**config.mk**
```make
export PLATFORM = sky130hd
export DESIGN_NAME = clock_phase_gen
export DESIGN_NICKNAME = d
export VERILOG_FILES = /design/src/rtl/clock_phase_gen.sv
export SDC_FILE = /design/constraint.sdc
export NUM_CORES = 1
export LEC_CHECK = 0
export CORE_MARGIN = 2
export CORE_UTILIZATION = 68
export DETAILED_ROUTE_END_ITERATION = 16
export GPL_TIMING_DRIVEN = 0
export MAX_ROUTING_LAYER = met4
export PLACE_DENSITY = 0.95
export SYNTH_ARGS = -nofsm -noshare
export SYNTH_HDL_FRONTEND = slang
export SYNTH_SLANG_ARGS = --single-unit
export TNS_END_PERCENT = 50
```
**constraint.sdc**
```tcl
create_clock -name clock -period 9.35 [get_ports clock]
set_clock_uncertainty 0.2 [all_clocks]
set_input_delay 1.87 -clock clock [delete_from_list [all_inputs] [get_ports clock]]
set_output_delay 1.87 -clock clock [all_outputs]
set_load 0.01 [all_outputs]
```
**src/rtl/clock_phase_gen.sv**
```systemverilog
// -----------------------------------------------------------------------------
// clock_phase_gen
//
// Multi-channel programmable clock-enable generator. Every channel owns a
// counter that wraps at its divide ratio. Each channel produces:
//   * a one-cycle enable pulse at a programmable phase.
//   * a 50%-duty level whose high half starts at that phase.
// All timing is derived from the single master clock, so no derived clocks are
// created.
//
// Configuration is written into per-channel shadow registers. A commit copies
// every shadow register into the active set during a single ALIGN cycle. That
// same cycle restarts all counters together, so the channels stay phase
// coherent.
//
// Ports
//   clock       master clock, all state on the rising edge
//   reset       asynchronous, active-low reset
//   run         1 = generate, 0 = return to IDLE
//   cfg_valid   shadow write request
//   cfg_ready   shadow write accepted when cfg_valid & cfg_ready (low in ALIGN)
//   cfg_ch      channel to write; out-of-range values handshake but are dropped
//   cfg_div     divide ratio (0 is stored as 1)
//   cfg_phase   phase offset (clamped to div-1)
//   cfg_commit  copy shadow -> active and realign all channels
//   ch_en       per-channel one-cycle enable pulse, once per period
//   ch_clk      per-channel registered 50%-duty level
//   epoch       pulse when every counter is 0 at the same time in RUN
//   busy        state != IDLE
// -----------------------------------------------------------------------------
module clock_phase_gen #(
    parameter int NUM_CH      = 4,
    parameter int CNT_W       = 8,
    parameter int DEFAULT_DIV = 8
) (
    input  logic                                          clock,
    input  logic                                          reset,
    input  logic                                          run,
    input  logic                                          cfg_valid,
    output logic                                          cfg_ready,
    input  logic [((NUM_CH > 1) ? $clog2(NUM_CH) : 1)-1:0] cfg_ch,
    input  logic [CNT_W-1:0]                              cfg_div,
    input  logic [CNT_W-1:0]                              cfg_phase,
    input  logic                                          cfg_commit,
    output logic [NUM_CH-1:0]                             ch_en,
    output logic [NUM_CH-1:0]                             ch_clk,
    output logic                                          epoch,
    output logic                                          busy
);

    localparam int               CH_W    = (NUM_CH > 1) ? $clog2(NUM_CH) : 1;
    localparam logic [CNT_W-1:0] DIV_RST = CNT_W'(DEFAULT_DIV);
    localparam logic [CNT_W-1:0] ONE     = CNT_W'(1);

    typedef enum logic [1:0] {
        ST_IDLE  = 2'd0,
        ST_RUN   = 2'd1,
        ST_ALIGN = 2'd2
    } state_t;

    state_t state_reg, state_next;

    // ------------------------------------------------------------------
    // Control FSM
    // ------------------------------------------------------------------
    always_ff @(posedge clock or negedge reset) begin
        if (!reset) begin
            state_reg <= ST_IDLE;
        end else begin
            state_reg <= state_next;
        end
    end

    // A commit wins over a falling run. ALIGN always lasts exactly one cycle
    // and ignores cfg_commit. Holding commit high therefore alternates
    // ALIGN with RUN/IDLE instead of locking the block in ALIGN.
    always_comb begin
        state_next = state_reg;
        cfg_ready  = 1'b1;
        busy       = 1'b1;
        case (state_reg)
            ST_IDLE: begin
                busy = 1'b0;
                if (cfg_commit) begin
                    state_next = ST_ALIGN;
                end else if (run) begin
                    state_next = ST_RUN;
                end
            end
            ST_RUN: begin
                if (cfg_commit) begin
                    state_next = ST_ALIGN;
                end else if (!run) begin
                    state_next = ST_IDLE;
                end
            end
            ST_ALIGN: begin
                cfg_ready  = 1'b0;
                state_next = run ? ST_RUN : ST_IDLE;
            end
            default: begin
                state_next = ST_IDLE;
            end
        endcase
    end

    // ------------------------------------------------------------------
    // Shadow write data, normalised once for all channels
    // ------------------------------------------------------------------
    logic             shadow_wr;
    logic [CNT_W-1:0] div_in;
    logic [CNT_W-1:0] phase_in;

    always_comb begin
        shadow_wr = cfg_valid & cfg_ready;
        div_in    = (cfg_div == '0) ? ONE : cfg_div;
        // Clamp the phase so that the enable pulse can actually occur.
        phase_in  = (cfg_phase >= div_in) ? (div_in - ONE) : cfg_phase;
    end

    // ------------------------------------------------------------------
    // Per-channel datapath
    // ------------------------------------------------------------------
    logic [NUM_CH-1:0] cnt_zero;

    genvar gi;
    generate
        for (gi = 0; gi < NUM_CH; gi++) begin : g_ch
            logic [CNT_W-1:0] shadow_div_reg;
            logic [CNT_W-1:0] shadow_phase_reg;
            logic [CNT_W-1:0] div_reg;
            logic [CNT_W-1:0] phase_reg;
            logic [CNT_W-1:0] cnt_reg;
            logic [CNT_W-1:0] cnt_next;
            logic [CNT_W:0]   offset;
            logic [CNT_W:0]   half_div;
            logic             en_reg;
            logic             en_next;
            logic             clk_reg;
            logic             clk_next;

            always_comb begin
                // (cnt - phase) mod div. Both operands are below div, so one
                // conditional add of div replaces a real modulo. The extra bit
                // keeps cnt + div from overflowing.
                if (cnt_reg >= phase_reg) begin
                    offset = {1'b0, cnt_reg} - {1'b0, phase_reg};
                end else begin
                    offset = {1'b0, cnt_reg} + {1'b0, div_reg} - {1'b0, phase_reg};
                end
                // ceil(div/2): odd ratios get the extra cycle in the high half.
                half_div = ({1'b0, div_reg} + (CNT_W+1)'(1)) >> 1;
                cnt_next = (cnt_reg == div_reg - ONE) ? '0 : cnt_reg + ONE;
                en_next  = (cnt_reg == phase_reg);
                clk_next = (offset < half_div);
            end

            always_ff @(posedge clock or negedge reset) begin
                if (!reset) begin
                    shadow_div_reg   <= DIV_RST;
                    shadow_phase_reg <= '0;
                    div_reg          <= DIV_RST;
                    phase_reg        <= '0;
                    cnt_reg          <= '0;
                    en_reg           <= 1'b0;
                    clk_reg          <= 1'b0;
                end else begin
                    // Out-of-range channel numbers match no instance and are
                    // dropped.
                    if (shadow_wr && (cfg_ch == CH_W'(gi))) begin
                        shadow_div_reg   <= div_in;
                        shadow_phase_reg <= phase_in;
                    end
                    case (state_reg)
                        ST_RUN: begin
                            cnt_reg <= cnt_next;
                            en_reg  <= en_next;
                            clk_reg <= clk_next;
                        end
                        ST_ALIGN: begin
                            // The shadow value seen here already includes a
                            // write accepted on the commit edge.
                            div_reg   <= shadow_div_reg;
                            phase_reg <= shadow_phase_reg;
                            cnt_reg   <= '0;
                            en_reg    <= 1'b0;
                            clk_reg   <= 1'b0;
                        end
                        default: begin
                            cnt_reg <= '0;
                            en_reg  <= 1'b0;
                            clk_reg <= 1'b0;
                        end
                    endcase
                end
            end

            assign ch_en[gi]    = en_reg;
            assign ch_clk[gi]   = clk_reg;
            assign cnt_zero[gi] = (cnt_reg == '0);
        end
    endgenerate

    // ------------------------------------------------------------------
    // Epoch: all channels wrapped together
    // ------------------------------------------------------------------
    logic epoch_reg;

    always_ff @(posedge clock or negedge reset) begin
        if (!reset) begin
            epoch_reg <= 1'b0;
        end else begin
            epoch_reg <= (state_reg == ST_RUN) && (&cnt_zero);
        end
    end

    assign epoch = epoch_reg;

endmodule

```
==> flow_summary.json <==
{
  "status": "completed",
  "wl_um": 37700,
  "die_area_um2": 20100,
  "yosysMostFrequentCell": "inv_1",
  "critical_path_required_ns": 9.43,
  "setup_violations": 0,
  "cts_sinks": 171,
  "dp_worst_setup_slack_ns": 3.35,
  "path_depth": 11,
  "grt_max_degree": 119,
  "vias_per_cell": 6.71,
  "cts_tree": "yes",
  "cp-start-kind": "input pin",
  "grt_pass1_wl_um": 60500,
  "synth_nets": 1658,
  "row_count": 50,
  "stdcell_count": 1784,
  "worst-slew-pin-transition_ns": 1.11,
  "cts_buffer_depth": 2,
  "synth.top_cell.area_share_pct": 31.6,
  "hpwl_um": 26900,
  "period_share_pct": 62.9,
  "critPathBufInv": 2,
  "finalPower_mw": 4.15,
  "syn2layout_area_growth_pct": 9.48,
  "critPathKind": "in2reg",
  "worstSkewPairLatency_ns": 0.45,
  "gp_congestion": 0.951,
  "p_per_area_nw_per_um2": 294,
  "arrival_ns": 5.96,
  "overflow": 0,
  "post_cts_buffers": 0,
  "ys_types": 73,
  "hold_class": "reg2reg",
  "p_leak_nw": 6.42,
  "yosys.area.top_type": "dfrtp_1",
  "worst_setup_path_end_kind": "register",
  "fill_cells": 1131,
  "grt.busiest_layer": "met2",
  "yosysSeqAreaShare_pct": 33.2,
  "gr-usage-met2_pct": 61.9,
  "crit_path_top_delay_cell": "o31ai_2",
  "avgSynthCellArea_um2": 8.71,
  "r2r-end": "g_ch[2].clk_reg",
  "ys_seq_elements": 171,
  "path_max_fanout": 8,
  "grt.total_usage_pct": 39.9,
  "synth-edff-count": 0,
  "vias": 12000,
  "relSlewSlack_pct": 25.7,
  "ff2ff_setup_slack_ns": 4.77,
  "wl_per_cell_um": 21.1,
  "gr-usage-met1_pct": 48.2,
  "top_level_ports": 34,
  "slew_violations": 0,
  "max_freq_ghz": 0.170,
  "core_region_area_um2": 18600,
  "fin_nets": 1711,
  "synth-async-reset-ratio_pct": 100,
  "cts.htree.levels": 4,
  "rsz0062_at_grt": "no",
  "worst_slack_ns": 3.47,
  "ys.flop_type": "dfrtp_1",
  "ant_nets": 0,
  "cp_cell_sequence": "clkdlybuf4s50_1, nor4_1, a31oi_1, inv_1, ha_1, nand2b_1, a211oi_1, o21a_1, o31ai_2, mux2i_1, o21ai_0",
  "cpPeakStageDelay_ns": 0.74,
  "cts_resized": 0,
  "antenna_found_initial": 2,
  "drc": 0,
  "hold_violations": 0,
  "dp.cells": 1750,
  "crit_family": "compound AO/OA/AOI/OAI gates",
  "drtIter0Drc": 1949,
  "ctsHoldBuffers": 0,
  "ir_drop_uv": 258,
  "critPathCapture": "g_ch[1].shadow_phase_reg[4]",
  "reg2regPathDepth": 14,
  "multi_input_area_um2": 7710,
  "port_buffers": 33,
  "worstSetupStartpoint": "cfg_div[2]",
  "firstDrtPassIters": 6,
  "synthTopCellsByCount": "inv_1, nand2_1, dfrtp_1",
  "r2r_start": "g_ch[2].cnt_reg[2]",
  "ctsRootBufferMaster": "clkbuf_16",
  "regArea_um2": 4290,
  "yosys_warnings": 0,
  "netlist_area_um2": 12900,
  "fp.dieW_um": 142,
  "max_cap_viol_count": 0,
  "met3_usage_pct": 9.92,
  "cts_made_buffers": 17,
  "die_y_um": 142,
  "period_minus_slack_ns": 5.88,
  "clk_pin_slew_ns": 0.06,
  "synth.area.top_cells": "dfrtp_1, ha_1, xnor2_1",
  "grt_pass1_vias": 11900,
  "syn_inst": 1482,
  "drive_gt1_share_pct": 4.97,
  "start_util_pct": 69.3
}
-- per-layer routing --
| metal | share of wire, % | wire length, um | vias up |
|---|---|---|---|
| met5 | 0 | 0 | - |
| met4 | 6.2 | 2340 | 0 |
| met3 | 11 | 4090 | 253 |
| met2 | 47 | 17600 | 872 |
| met1 | 36 | 13600 | 5676 |
| li1 | - | - | 5175 |
-- logic make-up (layout without fill, tap and decap cells) --
| family | count (synthesis) | count (layout) | share of synthesized area, % |
|---|---|---|---|
| AO/OA/AOI/OAI | 324 | 324 | 15.5 |
| XOR/XNOR | 128 | 128 | 8.80 |
| AND/OR/NAND/NOR | 446 | 446 | 16.2 |
| adder cells (fa/ha/maj) | 153 | 153 | 16.9 |
| other | 0 | 2 | 0 |
| buffers and inverters | 233 | 299 | 7.06 |
| multiplexers | 27 | 27 | 2.28 |
| flip-flops | 171 | 171 | 33.2 |
-- tightest hold or removal path, cell delays in order (launching register included) --
cell and delay [ns]:
dfrtp_1 0.34, nand2_1 0.04, o21ai_0 0.06
-- area by class of cell --
type | count | share of cell area (%)
tap | 234 | 2.07
timing repair buffer | 34 | 2.57
antenna | 2 | 0.0354
multi-input combinational | 1078 | 54.6
clock inverter | 8 | 0.584
buffer | 56 | 1.75
sequential | 171 | 30.3
inverter | 177 | 4.70
clock buffer | 24 | 3.41
-- worst min-delay path by stage --
stage	startpoint	end	slack, ns	cells past startpoint
6_report	g_ch[0].shadow_div_reg[1]	g_ch[0].shadow_div_reg[1]	0.28	2
5_1_grt	g_ch[0].shadow_div_reg[1]	g_ch[0].shadow_div_reg[1]	0.31	2
4_1_cts	g_ch[2].shadow_div_reg[6]	g_ch[2].shadow_div_reg[6]	0.29	2
3_5_place_dp	g_ch[2].shadow_phase_reg[0]	g_ch[2].phase_reg[0]	0.26	2
3_3_place_gp	g_ch[0].shadow_phase_reg[0]	g_ch[0].phase_reg[0]	0.25	2
2_1_floorplan	g_ch[0].shadow_phase_reg[0]	g_ch[0].phase_reg[0]	0.24	2
-- report_power, final --
part,internal (mW),switching [mW]
sequential,0.888,0.142
combinational,1.05,1.37
clock,0.390,0.315
-- placed cells by master, fill, tap and decap left out, drive strengths merged, types with 8 or more instances in the layout --
master / netlist / layout
a211oi: 11 / 11
a21o: 16 / 16
a21oi: 45 / 45
and3: 9 / 9
buf: 13 / 15
clkbuf: 43 / 67
clkdlybuf4s50: 0 / 32
dfrtp: 163 / 163
dfstp: 8 / 8
fa: 36 / 36
ha: 117 / 117
inv: 177 / 180
mux2: 19 / 19
mux2i: 8 / 8
nand2: 171 / 171
nand3: 54 / 54
nand4: 17 / 17
nor2: 76 / 76
nor2b: 14 / 14
nor3: 50 / 50
nor4: 15 / 15
o211ai: 8 / 8
o21a: 17 / 17
o21ai: 149 / 149
o21bai: 10 / 10
o22ai: 8 / 8
o31ai: 9 / 9
xnor2: 98 / 98
xor2: 29 / 29
-- stage by stage --
step                utilization [%]  hold slack [ns]  setup TNS [ns]  cell area [um^2]
detailed placement             72.8            0.258               0             13600
floorplan                         -            0.239               0             12900
CTS                            75.8            0.288               0             14100
finish                         75.8            0.283               0             14100
global placement               72.6            0.248          -76.99             13500
global route                   75.8            0.311               0             14100
Power figures use the tool's default switching activity.
